==> src/rtl/mptw_request_arbiter.sv <==
// Round-robin arbiter sharing one MPT walk pipeline among NUM_REQ requesters.
// Registered master port, requester-ID tagging, credit-bounded in-flight walks, completion routing.
module mptw_request_arbiter #(
  parameter int unsigned NUM_REQ         = 4,
  parameter int unsigned DATA_WIDTH      = 32,
  parameter int unsigned MAX_OUTSTANDING = 4,
  localparam int unsigned ID_WIDTH       = (NUM_REQ > 1) ? $clog2(NUM_REQ) : 1,
  localparam int unsigned CNT_WIDTH      = $clog2(MAX_OUTSTANDING + 1)
) (
  input  logic                          clk_i,
  input  logic                          rst_ni,
  input  logic                          arb_enable_i,
  input  logic [NUM_REQ-1:0]            req_valid_i,
  output logic [NUM_REQ-1:0]            req_ready_o,
  input  logic [NUM_REQ*DATA_WIDTH-1:0] req_rdata_i,
  output logic                          arb_master_valid_o,
  input  logic                          arb_master_ready_i,
  output logic [DATA_WIDTH-1:0]         arb_master_rdata_o,
  output logic [ID_WIDTH-1:0]           arb_master_id_o,
  input  logic                          rsp_valid_i,
  input  logic [ID_WIDTH-1:0]           rsp_id_i,
  output logic [NUM_REQ-1:0]            rsp_valid_o,
  output logic [CNT_WIDTH-1:0]          outstanding_o,
  output logic                          underflow_err_o
);

  typedef enum logic {
    ST_EMPTY = 1'b0,
    ST_FULL  = 1'b1
  } state_e;

  state_e                state_q, state_d;
  logic [ID_WIDTH-1:0]   ptr_q, ptr_d;
  logic [DATA_WIDTH-1:0] data_q, data_d;
  logic [ID_WIDTH-1:0]   id_q, id_d;
  logic [CNT_WIDTH-1:0]  cnt_q, cnt_d;
  logic                  uf_q, uf_d;

  logic                  win_found;
  logic [ID_WIDTH-1:0]   win_idx;
  logic                  load_en;

  // First valid requester at or after the RR pointer, with wrap.
  always_comb begin : p_pick
    int unsigned idx;
    win_found = 1'b0;
    win_idx   = '0;
    idx       = 0;
    for (int unsigned i = 0; i < NUM_REQ; i++) begin
      idx = int'(ptr_q) + i;
      if (idx >= NUM_REQ) idx = idx - NUM_REQ;
      if (!win_found && req_valid_i[ID_WIDTH'(idx)]) begin
        win_found = 1'b1;
        win_idx   = ID_WIDTH'(idx);
      end
    end
  end

  always_comb begin : p_next
    state_d     = state_q;
    ptr_d       = ptr_q;
    data_d      = data_q;
    id_d        = id_q;
    cnt_d       = cnt_q;
    uf_d        = uf_q;
    req_ready_o = '0;

    // Credit check uses the registered count only; a same-cycle completion cannot free a slot.
    load_en = rst_ni && arb_enable_i && win_found &&
              ((state_q == ST_EMPTY) || arb_master_ready_i) &&
              (cnt_q < CNT_WIDTH'(MAX_OUTSTANDING));

    case (state_q)
      ST_EMPTY: if (load_en) state_d = ST_FULL;
      ST_FULL:  if (!load_en && arb_master_ready_i) state_d = ST_EMPTY;
    endcase

    if (load_en) begin
      req_ready_o[win_idx] = 1'b1;
      data_d = req_rdata_i[int'(win_idx)*DATA_WIDTH +: DATA_WIDTH];
      id_d   = win_idx;
      ptr_d  = (win_idx == ID_WIDTH'(NUM_REQ - 1)) ? '0 : win_idx + ID_WIDTH'(1);
    end

    if (rsp_valid_i && (cnt_q == '0)) uf_d = 1'b1;
    if (load_en && !rsp_valid_i) begin
      cnt_d = cnt_q + CNT_WIDTH'(1);
    end else if (!load_en && rsp_valid_i && (cnt_q != '0)) begin
      cnt_d = cnt_q - CNT_WIDTH'(1);
    end
  end

  always_ff @(posedge clk_i or negedge rst_ni) begin
    if (!rst_ni) begin
      state_q <= ST_EMPTY;
      ptr_q   <= '0;
      data_q  <= '0;
      id_q    <= '0;
      cnt_q   <= '0;
      uf_q    <= 1'b0;
    end else begin
      state_q <= state_d;
      ptr_q   <= ptr_d;
      data_q  <= data_d;
      id_q    <= id_d;
      cnt_q   <= cnt_d;
      uf_q    <= uf_d;
    end
  end

  // Completion routing is stateless; out-of-range IDs match no requester.
  always_comb begin
    rsp_valid_o = '0;
    for (int unsigned k = 0; k < NUM_REQ; k++) begin
      rsp_valid_o[k] = rst_ni && rsp_valid_i && (rsp_id_i == ID_WIDTH'(k));
    end
  end

  assign arb_master_valid_o = (state_q == ST_FULL);
  assign arb_master_rdata_o = data_q;
  assign arb_master_id_o    = id_q;
  assign outstanding_o      = cnt_q;
  assign underflow_err_o    = uf_q;

endmodule

==> config.mk <==
export PLATFORM = sky130hd
export DESIGN_NAME = mptw_request_arbiter
export DESIGN_NICKNAME = d
export VERILOG_FILES = /design/src/rtl/mptw_request_arbiter.sv
export SDC_FILE = /design/constraint.sdc
export NUM_CORES = 1
export LEC_CHECK = 0
export CAP_MARGIN = 0
export CELL_PAD_IN_SITES_DETAIL_PLACEMENT = 1
export CELL_PAD_IN_SITES_GLOBAL_PLACEMENT = 1
export CORE_MARGIN = 2
export CORE_UTILIZATION = 26
export DETAILED_ROUTE_END_ITERATION = 10
export PLACE_DENSITY = 0.81
export REMOVE_ABC_BUFFERS = 1
export SYNTH_ARGS = -nofsm -noshare
export SYNTH_HDL_FRONTEND = slang
export SYNTH_SLANG_ARGS = --single-unit
==> constraint.sdc <==
create_clock -name clk_i -period 2.75 [get_ports clk_i]
set_input_delay 0.275 -clock clk_i [delete_from_list [all_inputs] [get_ports clk_i]]
set_output_delay 0.275 -clock clk_i [all_outputs]
set_load 0.1 [all_outputs]
# Word-level counts from Yosys, hierarchy flattened
# Cells that the tools add are included.
[word_totals]
reg_bits = 41
word_cells = 90
[classes]
n_addsub = 10
n_lt_le_gt_ge = 11
eq_ne = 4
shifts = 1
mux = 29
bitwise_logic = 1
n_reduce_logical = 28
[ops]
columns = ["cell", "count"]
rows = [
  ["$shiftx A128 B8 Y32", 1],
  ["$logic_and A1 B1 Y1", 18],
  ["$mux W2", 9],
  ["$lt A2 B3 Y1 const B", 5],
  ["$mux W1", 11],
  ["$ge A3 B3 Y1 const B", 3],
  ["$bmux W1 S2", 4],
  ["$sub A2 B1 Y2 const B", 4],
  ["$add A2 B2 Y3 const B", 2],
  ["$eq A2 B2 Y1 const B", 3],
  ["$mux W3", 2],
  ["$logic_not A1 Y1", 5],
  ["$mux W4", 1],
  ["$add A2 B1 Y3 const B", 1],
  ["$add A3 B1 Y3 const B", 1],
  ["$ge A2 B3 Y1 const B", 1],
  ["$logic_not A3 Y1", 1],
  ["$lt A3 B3 Y1 const B", 1],
  ["$reduce_bool A3 Y1", 1],
  ["$sub A3 B1 Y3 const B", 1],
  ["$add A2 B1 Y2 const B", 1],
  ["$demux W1 S2", 1],
  ["$eq A2 B1 Y1 const B", 1],
  ["$ge A2 B1 Y1 const B", 1],
  ["other kinds (5)", 5],
]

# Longest topological paths before layout
[depth]
depth_word = 22
depth_mapped = 9

# Least setup slack after synthesis
# OpenSTA, ideal clock, no wires.
[synth_timing]
path_type = "input to output"
startpoint = "input rsp_valid_i"
endpoint = "output rsp_valid_o[0]"
arrival_time_ps = 2640
t_required_ps = 2475
path_slack_ps = -165
path_stages = 3
path_buffers = 1
cell_sequence = "clkbuf_1 nand2_1 nor3_1"
[synth_via]
elab_chain_len = 2
[synth_lines]
columns = ["element", "line", "source"]
rows = [
  ["from (decl)", "20", "input logic rsp_valid_i,"],
  ["$logic_and A1 B1 Y1 (2 in series)", "115", "rsp_valid_o[k] = rst_ni && rsp_valid_i && (rsp_id_i == ID_WIDTH'(k));"],
  ["to (decl)", "22", "output logic [NUM_REQ-1:0] rsp_valid_o,"],
]
# Every way passes these cells.

# Worst setup path after layout
[layout_timing]
startpoint = "input req_valid_i[3]"
endpoint = "output req_ready_o[0]"
[layout_via]
elab_chain_len = 17
elab_cells_between_ends = 31
cone_classes = "order compare: 2; mux: 19; reduce/logical: 10"
[layout_lines]
columns = ["element", "line", "source"]
rows = [
  ["from (decl)", "13", "input logic [NUM_REQ-1:0] req_valid_i,"],
  ["$bmux W1 S2", "52", "if (!win_found && req_valid_i[ID_WIDTH'(idx)]) begin"],
  ["$mux W1 (not written as such)", "52", ""],
  ["$mux W1", "52", ""],
  ["$logic_not A1 Y1", "52", ""],
  ["$logic_and A1 B1 Y1", "52", ""],
  ["$mux W1", "52", ""],
  ["$logic_not A1 Y1", "52", ""],
  ["$logic_and A1 B1 Y1", "52", ""],
  ["[2 not listed]", "--", ""],
  ["$logic_and A1 B1 Y1", "52", ""],
  ["$mux W2 (*)", "52", ""],
  ["net win_idx[1]", "40", "logic [ID_WIDTH-1:0] win_idx;"],
  ["$lt A2 B3 Y1 (not written as such) or $ge A2 B1 Y1 (tied branches)", "79", "req_ready_o[win_idx] = 1'b1;"],
  ["$logic_and A1 B1 Y1 (not written as such)", "79", ""],
  ["$mux W1 (not written as such)", "79", ""],
  ["$demux W1 S2 (*)", "79", ""],
  ["$mux W4 (*)", "78", "if (load_en) begin"],
  ["to (decl)", "14", "output logic [NUM_REQ-1:0] req_ready_o,"],
]
# The timed path passes the listed nets; every way through them passes the cells marked *. The select of a mux whose other input is x is not followed.

==> results by stage <==
Worst setup path:
- The worst setup path is captured at an output pin.
- The worst register-to-register path begins at outstanding_o[2].
- The highest fanout seen on the critical path is 6.
- The worst setup path is launched from an input port.
- The count of cells along the worst register-to-register path is 6.
- The worst register-to-register path ends at arb_master_rdata_o[1].
- For flop-to-flop paths, the worst setup slack is 0.63 ns.
- The class of the most critical setup path is in -> out.
- Data on the critical path is required at its endpoint by 2.48 ns.
- The timing startpoint of the critical path is req_valid_i[3].
- STA puts the critical path data arrival time at 2.17 ns.
- The end point of the critical path is req_ready_o[0].

Drt:
- The DRC marker count from the first detailed-route iteration is 99.
- The final wirelength is 12.0 mm.
- The number of vias in the routed layout is 3344.
- Once detail routing completed, the nets flagged for antenna violations numbered 0.
- The number of DRC violations after detailed routing is 0.
- After detailed routing, the average wire length per cell comes to 19.0 um.
- The via count normalized by instance count is 5.27.
- Before antenna repair, the detailed router went through 4 iterations.

Min path:
- The class of the most critical hold timing path is in -> async.

STA:
- The worst slew margin relative to its limit is 0.658.
- Setup violations remaining at the end of the flow were counted as 0.
- The worst slack on hold paths is 0.361 ns.
- Setup repair after global routing left no endpoint under its margin.
- The max-slew violation count was 0.
- The worst clock skew is 0.00345 ns.
- The count of endpoints failing hold in the final timing report came to 0.
- The transition at the pin with the smallest max-transition slack is 0.514 ns.
- In the finished design, the share of the clock period the worst path needs comes to 0.889.
- For this run, the top clock speed supported by timing is 409 MHz.
- The post-route minimum period is 2.44 ns.

Synth:
- The netlist area before placement is 2920 um^2.
- The adder-cell area share of the yosys netlist is 0.0240.
- The share of synthesized registers carrying an async set or reset is 1.00.
- After technology mapping, the gate count stands at 318.
- After synthesis, the largest family of logic cells by area is compound AO/OA/AOI/OAI gates.
- The number of synthesized flops with an enable pin is 0.
- The average instance in the mapped netlist occupies 9.17 um^2.
- The total of warnings raised by yosys is 0.
- The fraction of synthesized area in multiplexers is 0.0802.
- The area fraction in compound gates after synthesis was 0.308.
- The sequential fraction of the synthesis area is 0.352.
- Of the total synthesized cell area, the portion taken by AND, OR, NAND and NOR gates is 0.170.
- The post-synthesis register bit count is 41.
- Among all flip-flop cells after synthesis, the most frequent one is dfrtp_1.
- The number of unique standard cell types used by synthesis is 42.
- The synthesized-area fraction occupied by xor and xnor cells is 0.

Placement:
- Counting tap cells, the placed design contains a total of 627 instances.
- The number of port buffers is 185.
- The placer's final routability congestion estimate is 0.733.
- The HPWL reported at the end of detailed placement is 9.19 mm.

Power:
- For this design the ratio of total power to cell area is 1110 nW/um^2.
- The analysis attributes to cell leakage a power of 2.02 nW.
- The worst-case IR drop observed on VDD is 0.000777 V.

Layout:
- After filler insertion, the fill cell instance count of the layout stands at 1283.
- The antenna diode instance count is 0.
- In the final layout, the share of cells above drive strength 1 is 0.224.
- The signed area change from the synthesized netlist to the final layout is 70.7%.
- For this run, the post-layout net count is 639.
- Excluding fillers, the count of instances in the completed layout stands at 635.

Floorplanning:
- The floorplan has 38 rows.
- The initial utilization of the core area, before any placement, comes to 0.268.
- The I/O pin count is 186.
- The width of the chip is 110 um.
- The die boundary height is 110 um.
- The placeable core area is 10900 um^2.
- The floorplan step defined a die boundary enclosing 12100 um^2.

Global routing:
- The pin count of the biggest net entering global routing is 40.
- The initial antenna violation count was 0.
- The wire length of the first global-routing pass is 18.5 mm.
- The overall overflow remaining after global route is 0.
- The via count of the first global-routing pass is 3643.
- In the global route stage, overall resource usage came out at 0.198.

Clocking:
- The H-tree was split into 2 levels.
- The post-CTS resize count is 0.
- The clock reaches the later pin of the worst-skew pair after 0.29 ns.
- Counting every sink on the clock net gives 41.
- The TritonCTS clock tree is done.
- In this run, CTS created clock tree buffers numbering 5.
- The clock root buffer master is clkbuf_8.
- After clock tree synthesis, the clock-pin slew on the worst setup and hold paths is 0.08 ns.
- The clock passes through at most 2 buffers.
- The hold buffer count at CTS is 1.
- Once the clock tree was built, the setup fixing pass inserted 0 buffers.

Status:
- The run finished with clean final reports.

Job:
- The tool flagged a number of max-cap violations equal to 0.
[registers in the layout, summed over array words and instances, names as in the netlist]
register and flops:
arb_master_rdata_o 32, outstanding_o 3, arb_master_id_o 2, ptr_q 2, arb_master_valid_o 1, underflow_err_o 1
[per-stage QoR]
| stage | power [W] | setup slack [ns] | setup TNS (ns) | instance area [um^2] | utilization |
|---|---|---|---|---|---|
| after floorplan | 0.00394 | -0.942 | -20.05 | 2750 | - |
| after global placement | 0.00506 | 0.360 | 0 | 4880 | 0.448 |
| after detailed placement | 0.00515 | 0.255 | 0 | 4880 | 0.448 |
| after CTS | 0.00557 | 0.280 | 0 | 4980 | 0.457 |
| after global routing | 0.00578 | 0.179 | 0 | 4980 | 0.457 |
| final | 0.00551 | 0.306 | 0 | 4980 | 0.457 |
[worst min-delay path by stage]
stage / from / endpoint / slack (ns) / cells after the start
6_report: rst_ni / arb_master_rdata_o[18] / 0.36 / 2
5_1_grt: rst_ni / arb_master_rdata_o[18] / 0.37 / 2
4_1_cts: rst_ni / arb_master_rdata_o[18] / 0.38 / 2
3_5_place_dp: rst_ni / arb_master_rdata_o[18] / 0.14 / 1
3_3_place_gp: rst_ni / arb_master_rdata_o[9] / 0.14 / 1
2_1_floorplan: rst_ni / arb_master_id_o[0] / -0.02 / 0
[cell families after synthesis]
logic type      after synthesis
mux                          21
simple gates                101
compound gates              110
fa+ha+maj                     5
buf+inv                      40
flops                        41
[cell type report]
cell class	instances	area, um^2	area share
clock buffers	7	86.3	0.0173
inverters	6	22.5	0.00452
multi-input cells	237	1730	0.348
flip-flops and latches	41	1030	0.206
well taps	140	175	0.0352
repair buffers	204	1940	0.389
[synthesized netlist by cell type, types with 5 or more instances]
cell type,instances,area [um^2]
a211oi_2,11,138
inv_1,5,18.8
nor2_1,26,97.6
mux2_2,18,203
dfrtp_1,41,1030
nand4_1,19,119
a311oi_1,12,105
a21oi_1,21,105
nand2_1,34,128
a221o_1,19,190
o31a_1,12,105
o31ai_1,20,150
clkbuf_1,26,97.6
[power breakdown]
part | internal [W] | switching [W]
clock network | 0.000199 | 0.000201
logic | 0.00110 | 0.00291
registers | 0.000879 | 0.000220
total | 0.00218 | 0.00333
[cell usage in the layout (no fill, tap or decap), types with 2 or more instances in the layout]
cell type        instances
nand4_1                 19
a211oi_2                11
nand2_1                 34
nor2b_1                  2
mux2i_1                  2
ha_1                     4
mux2_2                  18
inv_1                    5
dfrtp_1                 41
o31ai_1                 20
a221o_1                 19
o21ai_0                  3
a31o_2                   2
o31a_1                  12
nor2_1                  24
a21oi_1                 20
and2_1                   4
a311oi_1                12
buf_4                   60
buf_12                   5
clkbuf_8                 6
a211oi_1                 4
nor3_1                   3
nand2b_1                 3
clkdlybuf4s50_1        137
or3_1                    2
[critical path, cell delays in order]
cell and delay [ns]:
clkdlybuf4s50_1 0.64, nand2b_1 0.16, a211oi_1 0.09, nor2_1 0.33, inv_1 0.13, ha_1 0.21
and2_1 0.16, buf_12 0.17
[per-layer routing]
metal	up-vias	track usage	wire, um
met2	122	0.364	6390
met3	22	0.0296	637
li1	1572	-	-
met4	0	0.0642	274
met5	-	0	0
met1	1628	0.235	4740
No activity file was read; power rests on OpenSTA's default activity.
